<file path="src/rtl/mem_port_b_arbiter_pkg.sv">
// Shared definitions for the port-B arbiter: default widths, access opcodes
// and a helper that sizes requester index fields.
package mem_port_b_arbiter_pkg;

    localparam int DEF_N_REQ  = 3;
    localparam int DEF_ADDR_W = 15;
    localparam int DEF_DATA_W = 16;

    typedef enum logic {
        OP_READ  = 1'b0,
        OP_WRITE = 1'b1
    } op_e;

    // Width of a requester index; never zero so single-requester builds still elaborate.
    function automatic int idxWidth(input int n);
        return (n > 1) ? $clog2(n) : 1;
    endfunction

endpackage

</file>
<file path="src/rtl/mem_port_b_arbiter_if.sv">
// Bundle of requester handshakes and RAM port-B signals seen by the arbiter.
// The slave modport is the arbiter's view; master is the requesters/RAM side.
interface mem_port_b_arbiter_if
    import mem_port_b_arbiter_pkg::*;
#(
    parameter int N_REQ  = DEF_N_REQ,
    parameter int ADDR_W = DEF_ADDR_W,
    parameter int DATA_W = DEF_DATA_W
) ();

    logic [N_REQ-1:0]        req_valid;
    logic [N_REQ-1:0]        req_we;
    logic [N_REQ*ADDR_W-1:0] req_addr;
    logic [N_REQ*DATA_W-1:0] req_wdata;
    logic [N_REQ-1:0]        gnt;
    logic [N_REQ-1:0]        rsp_valid;
    logic [DATA_W-1:0]       rsp_data;
    logic [ADDR_W-1:0]       mem_addr;
    logic [DATA_W-1:0]       mem_din;
    logic                    mem_we;
    logic [DATA_W-1:0]       mem_dout;

    modport slave (
        input  req_valid, req_we, req_addr, req_wdata, mem_dout,
        output gnt, rsp_valid, rsp_data, mem_addr, mem_din, mem_we
    );

    modport master (
        output req_valid, req_we, req_addr, req_wdata, mem_dout,
        input  gnt, rsp_valid, rsp_data, mem_addr, mem_din, mem_we
    );

endinterface

</file>
<file path="src/rtl/mem_port_b_arbiter_rr_picker.sv">
// Combinational round-robin picker: searches upward from the requester after
// the last winner, wrapping around, with optional fixed priority for index 0.
module mem_port_b_arbiter_rr_picker
    import mem_port_b_arbiter_pkg::*;
#(
    parameter int  N_REQ = DEF_N_REQ,
    parameter bit  PRIO0 = 1'b0,
    localparam int IDX_W = idxWidth(N_REQ)
) (
    input  logic [N_REQ-1:0] i_eligible,
    input  logic [IDX_W-1:0] i_last,
    output logic [IDX_W-1:0] o_winner,
    output logic             o_anyValid
);

    logic [IDX_W-1:0] w_cand;

    // First eligible requester after the last winner wins; requester 0 may override.
    always_comb begin
        o_winner   = '0;
        o_anyValid = 1'b0;
        w_cand     = '0;
        for (int k = 1; k <= N_REQ; k++) begin
            w_cand = IDX_W'((int'(i_last) + k) % N_REQ);
            if (!o_anyValid && i_eligible[w_cand]) begin
                o_winner   = w_cand;
                o_anyValid = 1'b1;
            end
        end
        if (PRIO0 && i_eligible[0]) begin
            o_winner   = '0;
            o_anyValid = 1'b1;
        end
    end

endmodule

</file>
<file path="src/rtl/mem_port_b_arbiter.sv">
// Port-B arbiter for the dual-port block RAM: issues one registered access per
// cycle to the round-robin winner and routes read data back two cycles after
// the request via a two-stage tag pipeline.
module mem_port_b_arbiter
    import mem_port_b_arbiter_pkg::*;
#(
    parameter int N_REQ  = DEF_N_REQ,
    parameter int ADDR_W = DEF_ADDR_W,
    parameter int DATA_W = DEF_DATA_W,
    parameter bit PRIO0  = 1'b0
) (
    input logic                 clk,
    input logic                 reset,
    mem_port_b_arbiter_if.slave bus
);

    localparam int IDX_W = idxWidth(N_REQ);

    typedef struct packed {
        logic             valid;
        logic [IDX_W-1:0] id;
    } tag_t;

    logic [N_REQ-1:0]  r_gnt;
    logic [ADDR_W-1:0] r_memAddr;
    logic [DATA_W-1:0] r_memDin;
    logic              r_memWe;
    logic [IDX_W-1:0]  r_last;
    tag_t              r_tagIssue;
    tag_t              r_tagResp;

    logic [N_REQ-1:0]  w_eligible;
    logic [IDX_W-1:0]  w_winner;
    logic              w_anyValid;
    logic [ADDR_W-1:0] w_selAddr;
    logic [DATA_W-1:0] w_selDin;
    logic              w_selWe;
    logic [N_REQ-1:0]  w_gntNext;
    logic [N_REQ-1:0]  w_rspValid;

    // A requester still holding valid during its grant cycle must not be issued twice.
    assign w_eligible = bus.req_valid & ~r_gnt;

    mem_port_b_arbiter_rr_picker #(
        .N_REQ (N_REQ),
        .PRIO0 (PRIO0)
    ) u_picker (
        .i_eligible (w_eligible),
        .i_last     (r_last),
        .o_winner   (w_winner),
        .o_anyValid (w_anyValid)
    );

    // Select the winner's address, data and direction out of the flattened buses.
    always_comb begin
        w_selAddr = '0;
        w_selDin  = '0;
        w_selWe   = 1'b0;
        for (int i = 0; i < N_REQ; i++) begin
            if (IDX_W'(i) == w_winner) begin
                w_selAddr = bus.req_addr[i*ADDR_W +: ADDR_W];
                w_selDin  = bus.req_wdata[i*DATA_W +: DATA_W];
                w_selWe   = bus.req_we[i];
            end
        end
    end

    // One-hot decode of the winner for the grant pulse.
    always_comb begin
        w_gntNext           = '0;
        w_gntNext[w_winner] = 1'b1;
    end

    // Issue registers, pointer and tag pipeline; address/data hold when idle.
    always_ff @(posedge clk) begin
        if (reset) begin
            r_gnt      <= '0;
            r_memAddr  <= '0;
            r_memDin   <= '0;
            r_memWe    <= 1'b0;
            r_last     <= IDX_W'(N_REQ - 1);
            r_tagIssue <= '0;
            r_tagResp  <= '0;
        end else begin
            r_tagResp <= r_tagIssue;
            if (w_anyValid) begin
                r_gnt      <= w_gntNext;
                r_last     <= w_winner;
                r_memAddr  <= w_selAddr;
                r_memDin   <= w_selDin;
                r_memWe    <= w_selWe;
                r_tagIssue <= '{valid: (op_e'(w_selWe) == OP_READ), id: w_winner};
            end else begin
                r_gnt      <= '0;
                r_memWe    <= 1'b0;
                r_tagIssue <= '0;
            end
        end
    end

    // Delayed tag lines up with RAM output and steers the response pulse.
    always_comb begin
        w_rspValid = '0;
        if (r_tagResp.valid) begin
            w_rspValid[r_tagResp.id] = 1'b1;
        end
    end

    assign bus.gnt       = r_gnt;
    assign bus.rsp_valid = w_rspValid;
    assign bus.rsp_data  = bus.mem_dout;
    assign bus.mem_addr  = r_memAddr;
    assign bus.mem_din   = r_memDin;
    assign bus.mem_we    = r_memWe;

endmodule

</file>
<file path="src/flat_wrapper.sv">
// flat-port wrapper written by rule: the top's interface ports become plain ports
module mem_port_b_arbiter_flat import mem_port_b_arbiter_pkg::*;
#(
    parameter int N_REQ  = DEF_N_REQ,
    parameter int ADDR_W = DEF_ADDR_W,
    parameter int DATA_W = DEF_DATA_W,
    parameter bit PRIO0  = 1'b0
)
  (clk, reset, bus_req_valid, bus_req_we, bus_req_addr, bus_req_wdata, bus_mem_dout, bus_gnt, bus_rsp_valid, bus_rsp_data, bus_mem_addr, bus_mem_din, bus_mem_we);
  mem_port_b_arbiter_if #(.N_REQ(N_REQ), .ADDR_W(ADDR_W), .DATA_W(DATA_W)) bus_i ();
  input logic clk;
  input logic reset;
  input wire logic [$bits(bus_i.req_valid)-1:0] bus_req_valid;
  input wire logic [$bits(bus_i.req_we)-1:0] bus_req_we;
  input wire logic [$bits(bus_i.req_addr)-1:0] bus_req_addr;
  input wire logic [$bits(bus_i.req_wdata)-1:0] bus_req_wdata;
  input wire logic [$bits(bus_i.mem_dout)-1:0] bus_mem_dout;
  output wire logic [$bits(bus_i.gnt)-1:0] bus_gnt;
  output wire logic [$bits(bus_i.rsp_valid)-1:0] bus_rsp_valid;
  output wire logic [$bits(bus_i.rsp_data)-1:0] bus_rsp_data;
  output wire logic [$bits(bus_i.mem_addr)-1:0] bus_mem_addr;
  output wire logic [$bits(bus_i.mem_din)-1:0] bus_mem_din;
  output wire logic [$bits(bus_i.mem_we)-1:0] bus_mem_we;
  assign bus_i.req_valid = bus_req_valid;
  assign bus_i.req_we = bus_req_we;
  assign bus_i.req_addr = bus_req_addr;
  assign bus_i.req_wdata = bus_req_wdata;
  assign bus_i.mem_dout = bus_mem_dout;
  assign bus_gnt = bus_i.gnt;
  assign bus_rsp_valid = bus_i.rsp_valid;
  assign bus_rsp_data = bus_i.rsp_data;
  assign bus_mem_addr = bus_i.mem_addr;
  assign bus_mem_din = bus_i.mem_din;
  assign bus_mem_we = bus_i.mem_we;
  mem_port_b_arbiter #(.N_REQ(N_REQ), .ADDR_W(ADDR_W), .DATA_W(DATA_W), .PRIO0(PRIO0)) u_core (.clk(clk), .reset(reset), .bus(bus_i));
endmodule
</file>
<file path="config.mk">
export PLATFORM = sky130hd
export DESIGN_NAME = mem_port_b_arbiter_flat
export DESIGN_NICKNAME = d
export VERILOG_FILES = /design/src/rtl/mem_port_b_arbiter_pkg.sv /design/src/rtl/mem_port_b_arbiter_if.sv /design/src/rtl/mem_port_b_arbiter_rr_picker.sv /design/src/rtl/mem_port_b_arbiter.sv /design/src/flat_wrapper.sv
export SDC_FILE = /design/constraint.sdc
export NUM_CORES = 1
export LEC_CHECK = 0
export BUFFER_PORTS_ARGS = -buffer_cell sky130_fd_sc_hd__buf_2
export CAP_MARGIN = 20
export CORE_AREA = 5 5 88 98
export CTS_BUF_LIST = sky130_fd_sc_hd__clkbuf_8
export DETAILED_ROUTE_END_ITERATION = 16
export DIE_AREA = 0 0 93 103
export GPL_TIMING_DRIVEN = 0
export PLACE_DENSITY = 0.69
export RECOVER_POWER = 50
export SLEW_MARGIN = 20
export SYNTH_ARGS = -nofsm -noshare
export SYNTH_HDL_FRONTEND = slang
export SYNTH_SLANG_ARGS = --single-unit
</file>
<file path="constraint.sdc">
create_clock -name clk -period 3.54 [get_ports clk]
set_clock_uncertainty 0.15 [all_clocks]
set_input_delay 0.708 -clock clk [delete_from_list [all_inputs] [get_ports clk]]
set_output_delay 0.708 -clock clk [all_outputs]
set_load 0.03 [all_outputs]
</file>
# ---- After elaboration in Yosys (flattened, before gate mapping)
# Index checks and enable logic that the tools add are counted.
dict set report classes {
  n_reduce_logical 8
  muxes 26
  bitwise 4
  div_mod_pow 3
  n_addsub 3
  order_cmp 7
  n_eq_ne 2
}
# operator count
set ops {}
lappend ops {{32-bit by 3-bit modulo with 32-bit output (second input constant)} 3}
lappend ops {{16-bit two-way mux} 3}
lappend ops {{15-bit two-way mux} 3}
lappend ops {{2-bit by 3-bit < comparator with 1-bit output (second input constant)} 5}
lappend ops {{1-bit two-way mux} 11}
lappend ops {{2-bit by 2-bit adder with 3-bit output (second input constant)} 2}
lappend ops {{1-bit binary-select mux with 2-bit select} 3}
lappend ops {{2-bit two-way mux} 3}
lappend ops {{1-bit demux with 2-bit select} 2}
lappend ops {{2-bit by 1-bit greater-or-equal comparator with 1-bit output (second input constant)} 2}
lappend ops {{1-bit logical AND} 4}
lappend ops {{2-bit by 1-bit adder with 3-bit output (second input constant)} 1}
lappend ops {{3-bit AND} 1}
lappend ops {{3-bit two-way mux} 1}
lappend ops {{3-bit NOT} 1}
lappend ops {{1-bit by 2-bit equality test with 1-bit output (first input constant)} 1}
lappend ops {{2-bit equality test (first input constant)} 1}
lappend ops {{1-bit zero test} 2}
lappend ops {{2-bit zero test} 1}
lappend ops {{1-bit NOT} 2}
lappend ops {{2-bit OR reduction} 1}
dict set report totals {
  regBits 43
  in_bits 117
}

# ---- Longest topological paths before layout
# Gate-level depths: netlist (run 1).
dict set report depth {
  ltp_word 16
  mapped_depth 11
}

# ---- Cells and area by module
# A second synthesis (run 1) with hierarchy kept.
dict set report hier_totals {
  hier_cells 252
  area_unflattened_um2 2597.5
}
# mod seq_area_each_um2 instances area_per_inst_um2 cells_each
set by_module_without_submodules {}
lappend by_module_without_submodules {mem_port_b_arbiter 860.8 1 2466.1 232}
lappend by_module_without_submodules {mem_port_b_arbiter_rr_picker 0.0 1 131.4 20}

# ---- Worst setup path before layout (run 1)
# Ideal clock, no wire load.
dict set report synth_timing {
  path_type {register to register}
  from {register u_core.r_last[0]}
  to {register u_core.r_memDin[10], in the netlist u_core.bus.mem_din[10]}
  required_time_ps 3315
  path_buffers 4
  slack_ps 1085
  setup_time_ps 75
  period_less_slack_ps 2455
  arrival_ps 2230
  path_stages_with_launch 12
  path_cell_list {dfxtp_1 > inv_1 > ha_1 > buf_6 > or3b_4 > a2bb2oi_2 > and3_4 > buf_6 > a211o_1 > buf_6 > buf_6 > o22ai_1}
}
dict set report synth_via {
  elab_chain_len 15
  elab_cells_between_ends 28
  classes_between {add/sub (3); div (3); eq/ne (2); mux (15); reduce/logical (5)}
}
# element line
set synth_rtl {}
lappend synth_rtl {{start, declared} mem_port_b_arbiter.sv:28} ;# logic [IDX_W-1:0] r_last;
lappend synth_rtl {{start signal, assigned} mem_port_b_arbiter.sv:81} ;# r_last <= IDX_W'(N_REQ - 1);
lappend synth_rtl {{start signal, assigned} mem_port_b_arbiter.sv:88} ;# r_last <= w_winner;
lappend synth_rtl {{2-bit by 1-bit adder with 3-bit output} mem_port_b_arbiter_rr_picker.sv:24} ;# w_cand = IDX_W'((int'(i_last) + k) % N_REQ);
lappend synth_rtl {{32-bit by 3-bit modulo with 32-bit output} mem_port_b_arbiter_rr_picker.sv:24}
lappend synth_rtl {{1-bit binary-select mux with 2-bit select} mem_port_b_arbiter_rr_picker.sv:25} ;# if (!o_anyValid && i_eligible[w_cand]) begin
lappend synth_rtl {{1-bit two-way mux (not written as such)} mem_port_b_arbiter_rr_picker.sv:25}
lappend synth_rtl {{1-bit two-way mux} mem_port_b_arbiter_rr_picker.sv:25}
lappend synth_rtl {{1-bit zero test} mem_port_b_arbiter_rr_picker.sv:25}
lappend synth_rtl {{1-bit logical AND} mem_port_b_arbiter_rr_picker.sv:25}
lappend synth_rtl {{1-bit two-way mux} mem_port_b_arbiter_rr_picker.sv:25}
lappend synth_rtl {{1-bit zero test} mem_port_b_arbiter_rr_picker.sv:25}
lappend synth_rtl {{1-bit logical AND} mem_port_b_arbiter_rr_picker.sv:25}
lappend synth_rtl {{2-bit two-way mux} mem_port_b_arbiter_rr_picker.sv:25}
lappend synth_rtl {{2-bit zero test} mem_port_b_arbiter.sv:60} ;# if (IDX_W'(i) == w_winner) begin
lappend synth_rtl {{16-bit two-way mux (3 in series)} mem_port_b_arbiter.sv:60}
lappend synth_rtl {{end signal, assigned} mem_port_b_arbiter.sv:90} ;# r_memDin <= w_selDin;
lappend synth_rtl {{end, declared} mem_port_b_arbiter.sv:26} ;# logic [DATA_W-1:0] r_memDin;
# Several ways; a longest one is shown, not always the timed one. The select of a mux whose other input is x is not followed.
# A chain may end at the register's enable or synchronous reset.

# ---- Final worst setup path (run 1)
dict set report layout_timing {
  from {register u_core.r_last[0]}
  to {register u_core.r_memAddr[4], in the netlist u_core.bus.mem_addr[4]}
}
dict set report layout_via {
  elab_chain_len 15
  elab_cells_between_ends 28
  classes_between {add/sub (3); div (3); eq/ne (2); mux (15); reduce/logical (5)}
}
# element line
set layout_rtl {}
lappend layout_rtl {{2-bit by 1-bit adder with 3-bit output} mem_port_b_arbiter_rr_picker.sv:24}
lappend layout_rtl {{32-bit by 3-bit modulo with 32-bit output} mem_port_b_arbiter_rr_picker.sv:24}
lappend layout_rtl {{1-bit binary-select mux with 2-bit select} mem_port_b_arbiter_rr_picker.sv:25}
lappend layout_rtl {{1-bit two-way mux (not written as such)} mem_port_b_arbiter_rr_picker.sv:25}
lappend layout_rtl {{1-bit two-way mux} mem_port_b_arbiter_rr_picker.sv:25}
lappend layout_rtl {{1-bit zero test} mem_port_b_arbiter_rr_picker.sv:25}
lappend layout_rtl {{1-bit logical AND} mem_port_b_arbiter_rr_picker.sv:25}
lappend layout_rtl {{1-bit two-way mux} mem_port_b_arbiter_rr_picker.sv:25}
lappend layout_rtl {{1-bit zero test} mem_port_b_arbiter_rr_picker.sv:25}
lappend layout_rtl {{1-bit logical AND} mem_port_b_arbiter_rr_picker.sv:25}
lappend layout_rtl {{2-bit two-way mux} mem_port_b_arbiter_rr_picker.sv:25}
lappend layout_rtl {{2-bit zero test} mem_port_b_arbiter.sv:60}
lappend layout_rtl {{15-bit two-way mux (3 in series)} mem_port_b_arbiter.sv:60}
lappend layout_rtl {{end signal, assigned} mem_port_b_arbiter.sv:89} ;# r_memAddr <= w_selAddr;
lappend layout_rtl {{end, declared} mem_port_b_arbiter.sv:25} ;# logic [ADDR_W-1:0] r_memAddr;
# Several ways; a longest one is shown, not always the timed one. The select of a mux whose other input is x is not followed.

==> results of run 1 <==
## final cells by class
type / count / area [um2]
tap: 90 / 112.6
inverter: 31 / 116.4
clock buffer: 5 / 68.82
clock inverter: 3 / 16.27
sequential: 43 / 860.8
timing repair buffer: 153 / 709.4
multi-input combinational: 190 / 1325
buffer: 43 / 274.0
fill: 830 / 4174
## power breakdown
group | switching (uW) | total, uW | leakage (uW) | internal [uW]
logic | 1410 | 2200 | 0.00114 | 786
clock network | 172 | 307 | 0.0000453 | 135
registers | 87.9 | 756 | 0.000356 | 668
## sequential cells by signal, summed over array words and instances, names as in the netlist
name / cells
u_core.bus.mem_din: 16
u_core.bus.mem_addr: 15
u_core.bus.gnt: 3
u_core.r_tagIssue: 3
u_core.r_tagResp: 3
u_core.r_last: 2
u_core.bus.mem_we: 1
## through the flow
| stage | setup WS (ps) | hold WS (ps) | std cells | cell area, um2 | utilization |
|---|---|---|---|---|---|
| after global placement | 715.3 | 277.5 | 550 | 3455 | 0.4511 |
| after detailed placement | 685.3 | 282.4 | 550 | 3455 | 0.4511 |
| after global routing | 476.4 | 299.8 | 558 | 3483 | 0.4549 |
| after floorplan | 1085 | 263.8 | 307 | 2576 | - |
| final | 684.0 | 291.8 | 558 | 3483 | 0.4549 |
| after CTS | 672.9 | 298.2 | 558 | 3540 | 0.4623 |
## logic make-up after synthesis
family                   synth area share
multiplexers                       0.1132
buffers and inverters              0.1515
AO/OA/AOI/OAI                      0.2307
adder cells (fa/ha/maj)           0.01457
AND/OR/NAND/NOR                    0.1559
flip-flops                         0.3341
## worst register-to-register path: stages (launching register included)
cell	delay, ps
sky130_fd_sc_hd__dfxtp_1	390
sky130_fd_sc_hd__inv_1	60
sky130_fd_sc_hd__ha_1	300
sky130_fd_sc_hd__buf_6	140
sky130_fd_sc_hd__nor2_1	170
sky130_fd_sc_hd__a211o_1	180
sky130_fd_sc_hd__o2111ai_1	160
sky130_fd_sc_hd__nand2_2	280
sky130_fd_sc_hd__buf_1	490
sky130_fd_sc_hd__mux2i_1	300
sky130_fd_sc_hd__o22ai_1	100
## worst paths after layout
kind	from	endpoint	slack, ps	cells after the start
worst min register to register	u_core.r_tagIssue[2]	u_core.r_tagResp[2]	290	1
worst max-delay path	u_core.r_last[0]	u_core.bus.mem_addr[4]	680	10
worst max register to register	u_core.r_last[0]	u_core.bus.mem_addr[4]	680	10
worst min-delay path	u_core.r_tagIssue[2]	u_core.r_tagResp[2]	290	1
## cells in the final DEF (no fill, tap or decap), types with 3 or more instances in the layout
master / netlist / routed
sky130_fd_sc_hd__o22ai_1: 27 / 27
sky130_fd_sc_hd__a22oi_1: 4 / 4
sky130_fd_sc_hd__dfxtp_1: 43 / 43
sky130_fd_sc_hd__nor2_1: 12 / 12
sky130_fd_sc_hd__nor3_1: 28 / 28
sky130_fd_sc_hd__buf_2: 12 / 120
sky130_fd_sc_hd__a211o_1: 5 / 5
sky130_fd_sc_hd__nand2b_1: 3 / 3
sky130_fd_sc_hd__ha_1: 3 / 3
sky130_fd_sc_hd__nand2_1: 3 / 3
sky130_fd_sc_hd__inv_1: 31 / 32
sky130_fd_sc_hd__buf_4: 16 / 16
sky130_fd_sc_hd__nor2b_1: 9 / 9
sky130_fd_sc_hd__a31oi_1: 27 / 27
sky130_fd_sc_hd__buf_6: 5 / 5
sky130_fd_sc_hd__clkbuf_1: 9 / 54
sky130_fd_sc_hd__o2bb2ai_1: 3 / 3
sky130_fd_sc_hd__clkbuf_8: 0 / 5
sky130_fd_sc_hd__a21oi_1: 3 / 3
sky130_fd_sc_hd__a211oi_1: 4 / 4
sky130_fd_sc_hd__mux2i_1: 28 / 28
## metal layers
metal	share of wire	routed length [um]	vias to the layer above	track usage
li1	-	-	1422	-
met1	0.41	3415	1225	0.2011
met2	0.49	4140	114	0.2875
met3	0.075	632	20	0.04891
met4	0.025	206	0	0.06313
met5	0	0	-	0
==> impl_results.rst, run 1 <==
.. list-table::
   :header-rows: 1

   * - Metric
     - Value
   * - Data arrival time of the critical path
     - 2870 ps
   * - Transition time at the pin with the least slew margin
     - 922.5 ps
   * - Effective utilization at floorplan
     - 0.3364
   * - Std cell rows
     - 34
   * - Clock sink total
     - 43
   * - P per Cell Area
     - 936.3 nW/um2
   * - Largest voltage drop on the vdd net
     - 374.5 uV
   * - Type of element launching the critical path
     - flip-flop
   * - CTS H-Tree Depth
     - 2
   * - DRC
     - 0
   * - Core area
     - 7657 um2
   * - Top-count cell post-synth
     - sky130_fd_sc_hd__dfxtp_1
   * - Gate count of the mapped netlist
     - 307
   * - Required time at the worst-slack endpoint
     - 3560 ps
   * - Total clock buffers created by CTS
     - 5
   * - Sequential area share after synthesis
     - 0.3341
   * - Final weighted congestion of routability-driven global placement
     - 0.8308
   * - Number of distinct library cell variants in the gate-level netlist after synthesis
     - 45
   * - Post-CTS setup-driven buffer insertion count
     - 0
   * - Fraction of post-synthesis cell area in the top cell type by area
     - 0.3341
   * - Largest net degree at the start of global routing
     - 14
   * - Critical Path, Cell by Cell
     - inv_1, ha_1, buf_6, nor2_1, a211o_1, o2111ai_1, nand2_2, buf_1, mux2i_1, o22ai_1
   * - Cell accounting for the most synthesized area
     - sky130_fd_sc_hd__dfxtp_1
   * - First-pass iteration count of the detailed router
     - 4
   * - Die Area
     - 9579 um2
   * - Dominant register cell in the synthesized netlist
     - sky130_fd_sc_hd__dfxtp_1
   * - Global-route wire length before repair
     - 12.88 mm
   * - Clock transition at path regs
     - 80 ps
   * - Type of the worst setup path
     - flip-flop to flip-flop
   * - Detailed-route via count
     - 2781
   * - Highest clock frequency the design can meet
     - 350.1 MHz
   * - Ports placed on the boundary
     - 171
   * - Post-route fraction of the period consumed by the critical path
     - 0.8068
   * - Overflow left after global routing
     - 0
   * - Via count of the first global-routing pass
     - 2749
   * - Average routed wire per standard cell
     - 15.04 um
   * - Final sum of negative setup slack
     - 0 ps
   * - Overall track demand over capacity in global routing
     - 0.1683
   * - Synth-to-layout area growth
     - 35.21%
   * - Max-cap violations
     - 0
   * - Number of buffer and inverter stages on the critical path
     - 3
   * - Slowest stage cell, crit path
     - sky130_fd_sc_hd__buf_1
   * - Final hold violation count
     - 0
   * - Crit path capture type
     - flip-flop
   * - Slowest Stage Delay on Critical Path
     - 490 ps
   * - Flop and latch count out of synthesis
     - 43
   * - Fraction of registers with async set or reset after synthesis
     - 0
   * - Hold buffer count at cts
     - 0
   * - Number of endpoints failing setup at the final stage
     - 0
   * - Net count, final
     - 587
   * - Crit-path leading delay family
     - buffers and inverters
   * - Maximum net fanout on the critical path
     - 10
   * - Port Buf Inserts
     - 153
   * - Number of pins exceeding their max-slew limit in the final report
     - 0
   * - Initial antenna violation count
     - 0
   * - Syn_nets
     - 427
   * - Cell at the root of the clock tree
     - sky130_fd_sc_hd__clkbuf_8
   * - Time the final worst path needs with I/O delays and setup
     - 2856 ps
   * - Lkg Pwr
     - 0.001538 uW
   * - Number of nets still failing antenna checks after routing
     - 0
   * - Total power consumption of the routed design
     - 3262 uW
   * - Outcome
     - complete, no violations
   * - Worst-Skew Late Latency
     - 290 ps
   * - Syn_area_per_cell
     - 8.392 um2
   * - Top cell types by occurrence after synthesis
     - 43 x sky130_fd_sc_hd__dfxtp_1, 31 x sky130_fd_sc_hd__inv_1, 28 x sky130_fd_sc_hd__mux2i_1, 28 x sky130_fd_sc_hd__nor3_1
   * - Yosys warning count
     - 0
   * - Number of buffers on the longest clock path
     - 2
   * - Count of cells resized by post-cts repair
     - 0
   * - Class of the most critical hold timing path
     - flip-flop to flip-flop
   * - Count of flip-flops with a built-in enable after synthesis
     - 0
   * - Unrepaired setup endpoints after global routing
     - no
   * - Via density per instance
     - 4.984
   * - Diode count
     - 0
   * - Max transition margin
     - 0.3813
   * - First DRT Iteration DRCs
     - 74
   * - Ratio of cells with drive above 1 in the final layout
     - 0.3355
   * - Die extent in x
     - 93 um
   * - Post-detailed-routing wire length
     - 8.395 mm
   * - CTS tree
     - built
   * - Synth top area cells
     - sky130_fd_sc_hd__dfxtp_1 33%, sky130_fd_sc_hd__mux2i_1 11%, sky130_fd_sc_hd__a31oi_1 6.6%
   * - Die Y
     - 103 um
   * - Detail Placement HPWL
     - 6.603 mm
   * - Cell Area, Synth
     - 2576 um2
(Power assumes the default switching activity.)
==> run 2: changes to the inputs <==
- clock period: 3.54 -> 2.9 ns (I/O delays scaled with it)
==> run 2 against run 1 <==
Clock power grew 22%. Cell count is the same. Flip-flop and latch count is the same. Total power grew 22%.
==> impl_results.rst, run 2 (synthesis results as in run 1) <==
.. list-table::
   :header-rows: 1

   * - Metric
     - Value
   * - Transition time at the pin with the least slew margin
     - 918.8 ps (-3.725 ps)
   * - Post-place setup slack
     - 45.31 ps (-640.0 ps)
   * - Post-CTS setup-driven buffer insertion count
     - 0 (unchanged)
   * - Number of pins exceeding their max-slew limit in the final report
     - 0 (unchanged)
   * - Overflow left after global routing
     - 0 (unchanged)
   * - Die extent in x
     - 93 um (unchanged)
   * - Overall track demand over capacity in global routing
     - 0.1683 (unchanged)
   * - Diode count
     - 0 (unchanged)
   * - Maximum net fanout on the critical path
     - 10 (unchanged)
   * - Average routed wire per standard cell
     - 15.05 um (about the same)
   * - Type of the worst setup path
     - flip-flop to flip-flop
   * - Die Y
     - 103 um (unchanged)
   * - Hold buffer count at cts
     - 0 (unchanged)
   * - Final weighted congestion of routability-driven global placement
     - 0.8308 (unchanged)
   * - Unrepaired setup endpoints after global routing
     - no
   * - Die Area
     - 9579 um2 (unchanged)
   * - Detail Placement HPWL
     - 6.603 mm (unchanged)
   * - Time the final worst path needs with I/O delays and setup
     - 2712 ps (-143.6 ps)
   * - Clock transition at path regs
     - 80 ps (about the same)
   * - Total clock buffers created by CTS
     - 5 (unchanged)
   * - Port Buf Inserts
     - 153 (unchanged)
   * - Crit path capture type
     - flip-flop
   * - Ports placed on the boundary
     - 171 (unchanged)
   * - Max-cap violations
     - 0 (unchanged)
   * - Global-route wire length before repair
     - 12.88 mm (unchanged)
   * - Worst setup margin
     - 187.6 ps (-496.4 ps)
   * - Required time at the worst-slack endpoint
     - 2920 ps (-640 ps)
   * - Slowest stage cell, crit path
     - sky130_fd_sc_hd__or3b_4
   * - Max transition margin
     - 0.3838 (+0.002498)
   * - Final sum of negative setup slack
     - 0 ps (unchanged)
   * - Via density per instance
     - 4.986 (about the same)
   * - Total power consumption of the routed design
     - 3990 uW (+22%)
   * - Synth-to-layout area growth
     - 35.31% (about the same)
   * - Data arrival time of the critical path
     - 2730 ps (-140 ps)
   * - Most common cell after layout, fill and taps aside
     - sky130_fd_sc_hd__buf_2
   * - First-pass iteration count of the detailed router
     - 4 (unchanged)
   * - Detailed-route via count
     - 2782 (+0.036%)
   * - Max FFs per register
     - 16 (unchanged)
   * - Number of buffers on the longest clock path
     - 2 (unchanged)
   * - Ratio of cells with drive above 1 in the final layout
     - 0.3397 (+0.004274)
   * - Initial antenna violation count
     - 0 (unchanged)
   * - DRC
     - 0 (unchanged)
   * - Effective utilization at floorplan
     - 0.3364 (unchanged)
   * - Class of the most critical hold timing path
     - flip-flop to flip-flop
   * - Slowest Stage Delay on Critical Path
     - 400 ps (-90 ps)
   * - First DRT Iteration DRCs
     - 75 (+1.4%)
   * - Worst-Skew Late Latency
     - 290 ps (about the same)
   * - CTS H-Tree Depth
     - 2 (unchanged)
   * - Largest voltage drop on the vdd net
     - 463.2 uV (+24%)
   * - Post-detailed-routing wire length
     - 8.398 mm (about the same)
   * - Cell at the root of the clock tree
     - sky130_fd_sc_hd__clkbuf_8
   * - Post-route fraction of the period consumed by the critical path
     - 0.9353 (+0.1285)
   * - Net count, final
     - 587 (unchanged)
   * - Clock sink total
     - 43 (unchanged)
   * - P per Cell Area
     - 1145 nW/um2 (+22%)
   * - Type of element launching the critical path
     - flip-flop
   * - Number of endpoints failing setup at the final stage
     - 0 (unchanged)
   * - CTS tree
     - built
   * - Number of nets still failing antenna checks after routing
     - 0 (unchanged)
   * - Via count of the first global-routing pass
     - 2749 (unchanged)
   * - Outcome
     - complete, no violations
   * - Commonest cells after routing, fill and taps aside
     - 121 x sky130_fd_sc_hd__buf_2, 53 x sky130_fd_sc_hd__clkbuf_1, 43 x sky130_fd_sc_hd__dfxtp_1
   * - Final hold violation count
     - 0 (unchanged)
   * - Highest clock frequency the design can meet
     - 368.7 MHz (+5.3%)
   * - Lkg Pwr
     - 0.001551 uW (+0.83%)
   * - Largest net degree at the start of global routing
     - 14 (unchanged)
   * - Core area
     - 7657 um2 (unchanged)
   * - Std cell rows
     - 34 (unchanged)
   * - Critical Path, Cell by Cell
     - inv_1, ha_1, buf_6, or3b_4, a2bb2oi_2, o2111ai_1, nand2_2, clkbuf_2, mux2i_1, o22ai_1
   * - Count of cells resized by post-cts repair
     - 0 (unchanged)
[run 2: cell counts in the layout (fill, tap and decap cells not counted)]
Identical to the previous run, type by type.
[run 2: worst max-delay path, delay by kind of cell (launching register included)]
kind                       cells  cell delay (ps)
adders and majority gates      1              300
and+or+nand+nor                2              640
AOI/OAI and AO/OA              3              360
muxes                          1              240
buffers and inverters          3              500
DFF                            1              390
[run 2: layer usage]
metal,vias up,global-route usage,routed length (um)
met5,-,0,0
met4,0,0.06313,206
met3,20,0.04891,631
met2,114,0.2875,4141
met1,1225,0.2011,3419
li1,1423,-,-
[run 2: path summary, 6_finish.rpt]
path	end	slack, ps	depth (start not counted)	from
setup / recovery	u_core.bus.mem_addr[4]	190	10	u_core.r_last[0]
hold / removal	u_core.r_tagResp[2]	290	1	u_core.r_tagIssue[2]
setup reg to reg	u_core.bus.mem_addr[4]	190	10	u_core.r_last[0]
hold reg to reg	u_core.r_tagResp[2]	290	1	u_core.r_tagIssue[2]
[run 2: stage by stage]
stage                     cell area [um2]  hold WS, ps    util  std cells
after global routing                 3486        299.8  0.4552        558
final                                3486        291.7  0.4552        558
after floorplan                      2576        263.8       -        307
after CTS                            3540        298.2  0.4623        558
after global placement               3455        277.5  0.4511        550
after detailed placement             3455        282.4  0.4511        550
[run 2: area by class of cell]
type	count	area [um2]
timing repair buffer	153	710.7
inverter	31	116.4
clock buffer	5	68.82
multi-input combinational	190	1325
sequential	43	860.8
buffer	43	275.3
fill	833	4172
clock inverter	3	16.27
tap	90	112.6
[run 2: where the power goes]
group / switching (uW) / internal, uW / leakage [uW]
clock: 210 / 165 / 0.0000453
sequential: 107 / 816 / 0.000356
combinational: 1720 / 970 / 0.00115
total: 2040 / 1950 / 0.00155
==> run 3: changes to the inputs <==
- CORE_AREA: 5 5 88 98 -> 5 5 81 91
- CTS_BUF_LIST: sky130_fd_sc_hd__clkbuf_8 -> unset
- DIE_AREA: 0 0 93 103 -> 0 0 86 96
- PLACE_DENSITY: 0.69 -> 0.79
==> run 3 against run 2 <==
Sequential share of layout area about the same. Via count rose by 1.3%. Flip-flop and latch count is the same. Critical endpoint is now u_core.bus.mem_din[2]. Core utilization grew 9.0 points. Highest routed layer unchanged. Clock power up 11%. Largest power group unchanged. Critical path depth stayed put.
==> impl_results.rst, run 3 (synthesis results as in run 1) <==
.. list-table::
   :header-rows: 1

   * - Metric
     - Value
   * - Overflow left after global routing
     - 0 (unchanged)
   * - Net count, final
     - 587 (unchanged)
   * - DRC
     - 0 (unchanged)
   * - Commonest cells after routing, fill and taps aside
     - 120 x sky130_fd_sc_hd__buf_2, 55 x sky130_fd_sc_hd__clkbuf_1, 43 x sky130_fd_sc_hd__dfxtp_1
   * - Diode count
     - 0 (unchanged)
   * - Number of endpoints failing setup at the final stage
     - 0 (unchanged)
   * - Die Y
     - 96 um (-6.8%)
   * - Final sum of negative setup slack
     - 0 ps (unchanged)
   * - P per Cell Area
     - 1152 nW/um2 (+0.65%)
   * - Overall track demand over capacity in global routing
     - 0.1826 (+0.01431)
   * - Unrepaired setup endpoints after global routing
     - no
   * - Class of the most critical hold timing path
     - flip-flop to flip-flop
   * - Initial antenna violation count
     - 0 (unchanged)
   * - Total clock buffers created by CTS
     - 5 (unchanged)
   * - CTS tree
     - built
   * - First DRT Iteration DRCs
     - 81 (+8.0%)
   * - Most common cell after layout, fill and taps aside
     - sky130_fd_sc_hd__buf_2
   * - Effective utilization at floorplan
     - 0.4025 (+0.06610)
   * - Type of element launching the critical path
     - flip-flop
   * - Port Buf Inserts
     - 153 (unchanged)
   * - Max FFs per register
     - 16 (unchanged)
   * - Highest clock frequency the design can meet
     - 369.3 MHz (+0.16%)
   * - Post-detailed-routing wire length
     - 8.011 mm (-4.6%)
   * - Via count of the first global-routing pass
     - 2653 (-3.5%)
   * - Cell at the root of the clock tree
     - sky130_fd_sc_hd__clkbuf_8
   * - Required time at the worst-slack endpoint
     - 2930 ps (about the same)
   * - Outcome
     - complete, no violations
   * - Clock transition at path regs
     - 80 ps (about the same)
   * - Synth-to-layout area growth
     - 35.45%
   * - Lkg Pwr
     - 0.001553 uW (+0.14%)
   * - Number of pins exceeding their max-slew limit in the final report
     - 0 (unchanged)
   * - Crit path capture type
     - flip-flop
   * - Time the final worst path needs with I/O delays and setup
     - 2708 ps (-4.279 ps)
   * - Final hold violation count
     - 0 (unchanged)
   * - Final weighted congestion of routability-driven global placement
     - 0.8283 (-0.30%)
   * - Die extent in x
     - 86 um (-7.5%)
   * - Detailed-route via count
     - 2817 (+1.3%)
   * - Maximum net fanout on the critical path
     - 10 (unchanged)
   * - Number of buffers on the longest clock path
     - 2 (unchanged)
   * - Max transition margin
     - 0.3911 (+0.007325)
   * - Via density per instance
     - 5.122 (+2.7%)
   * - Transition time at the pin with the least slew margin
     - 907.8 ps (-10.92 ps)
   * - Number of nets still failing antenna checks after routing
     - 0 (unchanged)
   * - Post-CTS setup-driven buffer insertion count
     - 0 (unchanged)
   * - Reg2Reg Launch Point
     - u_core.r_last[0]
   * - Filler Cells Inserted
     - 634 (-24%)
   * - Ratio of cells with drive above 1 in the final layout
     - 0.3376 (-0.002137)
   * - Worst-Skew Late Latency
     - 280 ps (about the same)
   * - Core area
     - 6400 um2 (-16%)
   * - Largest voltage drop on the vdd net
     - 505.0 uV (+9.0%)
   * - Clock sink total
     - 43 (unchanged)
   * - Global-route wire length before repair
     - 12.14 mm (-5.7%)
   * - Std cell rows
     - 31 (-8.8%)
   * - First-pass iteration count of the detailed router
     - 4 (unchanged)
   * - Die Area
     - 8256 um2 (-14%)
   * - Start point of the critical path
     - u_core.r_last[0]
   * - Data arrival time of the critical path
     - 2740 ps (about the same)
   * - Register-to-register setup slack
     - 190 ps (about the same)
   * - Total power consumption of the routed design
     - 4021 uW (+0.76%)
   * - Post-route fraction of the period consumed by the critical path
     - 0.9338 (-0.001476)
   * - Average routed wire per standard cell
     - 14.57 um (-3.2%)
   * - Hold path start
     - u_core.r_tagIssue[0]
   * - Max-cap violations
     - 0 (unchanged)
   * - Type of the worst setup path
     - flip-flop to flip-flop
   * - Ports placed on the boundary
     - 171 (unchanged)
   * - Largest net degree at the start of global routing
     - 13 (-1)
   * - CTS H-Tree Depth
     - 2 (unchanged)
   * - Detail Placement HPWL
     - 6.329 mm (-4.1%)
==> run 3: cell types whose count changed in the layout (fill, tap and decap cells not counted), sizes merged <==
cell | before | now
buf | 142 | 141
clkbuf | 59 | 63
clkinv | 1 | 0
clkinvlp | 1 | 0
inv | 32 | 31
==> run 3: timing repair <==
| item | CTS | global route |
|---|---|---|
| hold buffers | 0 | 0 |
| gates resized for setup | 0 | 1 |
| setup endpoints to repair | 0 | 9 |
==> run 3: stage by stage <==
stage	instances	util	hold WS (ps)	setup slack, ps	area, um2
floorplan	307	-	263.8	444.8	2576
finish	550	0.5453	289.8	191.9	3490
global placement	542	0.5382	278.7	76.88	3445
CTS	550	0.5539	293.7	11.64	3545
detailed placement	542	0.5382	275.6	21.59	3445
global route	550	0.5453	317.7	5.447	3490
==> run 3: layout make-up <==
type                    instances  area [um2]  area share
plain buffers                  43       275.3     0.07888
well taps                      82       102.6     0.02940
inverters                      31       116.4     0.03335
flip-flops and latches         43       860.8      0.2467
repair buffers                153       709.4      0.2033
multi-input cells             190        1325      0.3797
clock buffers                   8       100.1     0.02868
==> run 3: final timing paths <==
kind | endpoint | depth (start not counted)
worst max-delay path | u_core.bus.mem_din[2] | 10
worst min-delay path | u_core.r_tagResp[0] | 1
worst max register to register | u_core.bus.mem_din[2] | 10
worst min register to register | u_core.r_tagResp[0] | 1
==> run 3: critical path, stage by stage (launching register included) <==
cell,delay (ps)
sky130_fd_sc_hd__dfxtp_1,390
sky130_fd_sc_hd__inv_1,60
sky130_fd_sc_hd__ha_1,310
sky130_fd_sc_hd__buf_6,140
sky130_fd_sc_hd__or3b_4,400
sky130_fd_sc_hd__a2bb2oi_2,150
sky130_fd_sc_hd__o2111ai_1,110
sky130_fd_sc_hd__nand2_2,230
sky130_fd_sc_hd__clkbuf_2,320
sky130_fd_sc_hd__o221ai_1,250
sky130_fd_sc_hd__o2bb2ai_1,80
==> run 3: metal layers <==
| layer | vias up | wire length, um | global-route usage | share of wire |
|---|---|---|---|---|
| met3 | 10 | 665 | 0.04538 | 0.083 |
| met1 | 1272 | 3257 | 0.2175 | 0.41 |
| met5 | - | 0 | 0 | 0 |
| met2 | 116 | 3984 | 0.3246 | 0.50 |
| li1 | 1419 | - | - | - |
| met4 | 0 | 104 | 0.05145 | 0.013 |
==> run 3: report_power, final <==
| group | switching [uW] | leakage (uW) | total [uW] | internal, uW |
|---|---|---|---|---|
| sequential | 107 | 0.000356 | 923 | 816 |
| combinational | 1710 | 0.00115 | 2680 | 969 |
| clock | 198 | 0.0000515 | 415 | 218 |
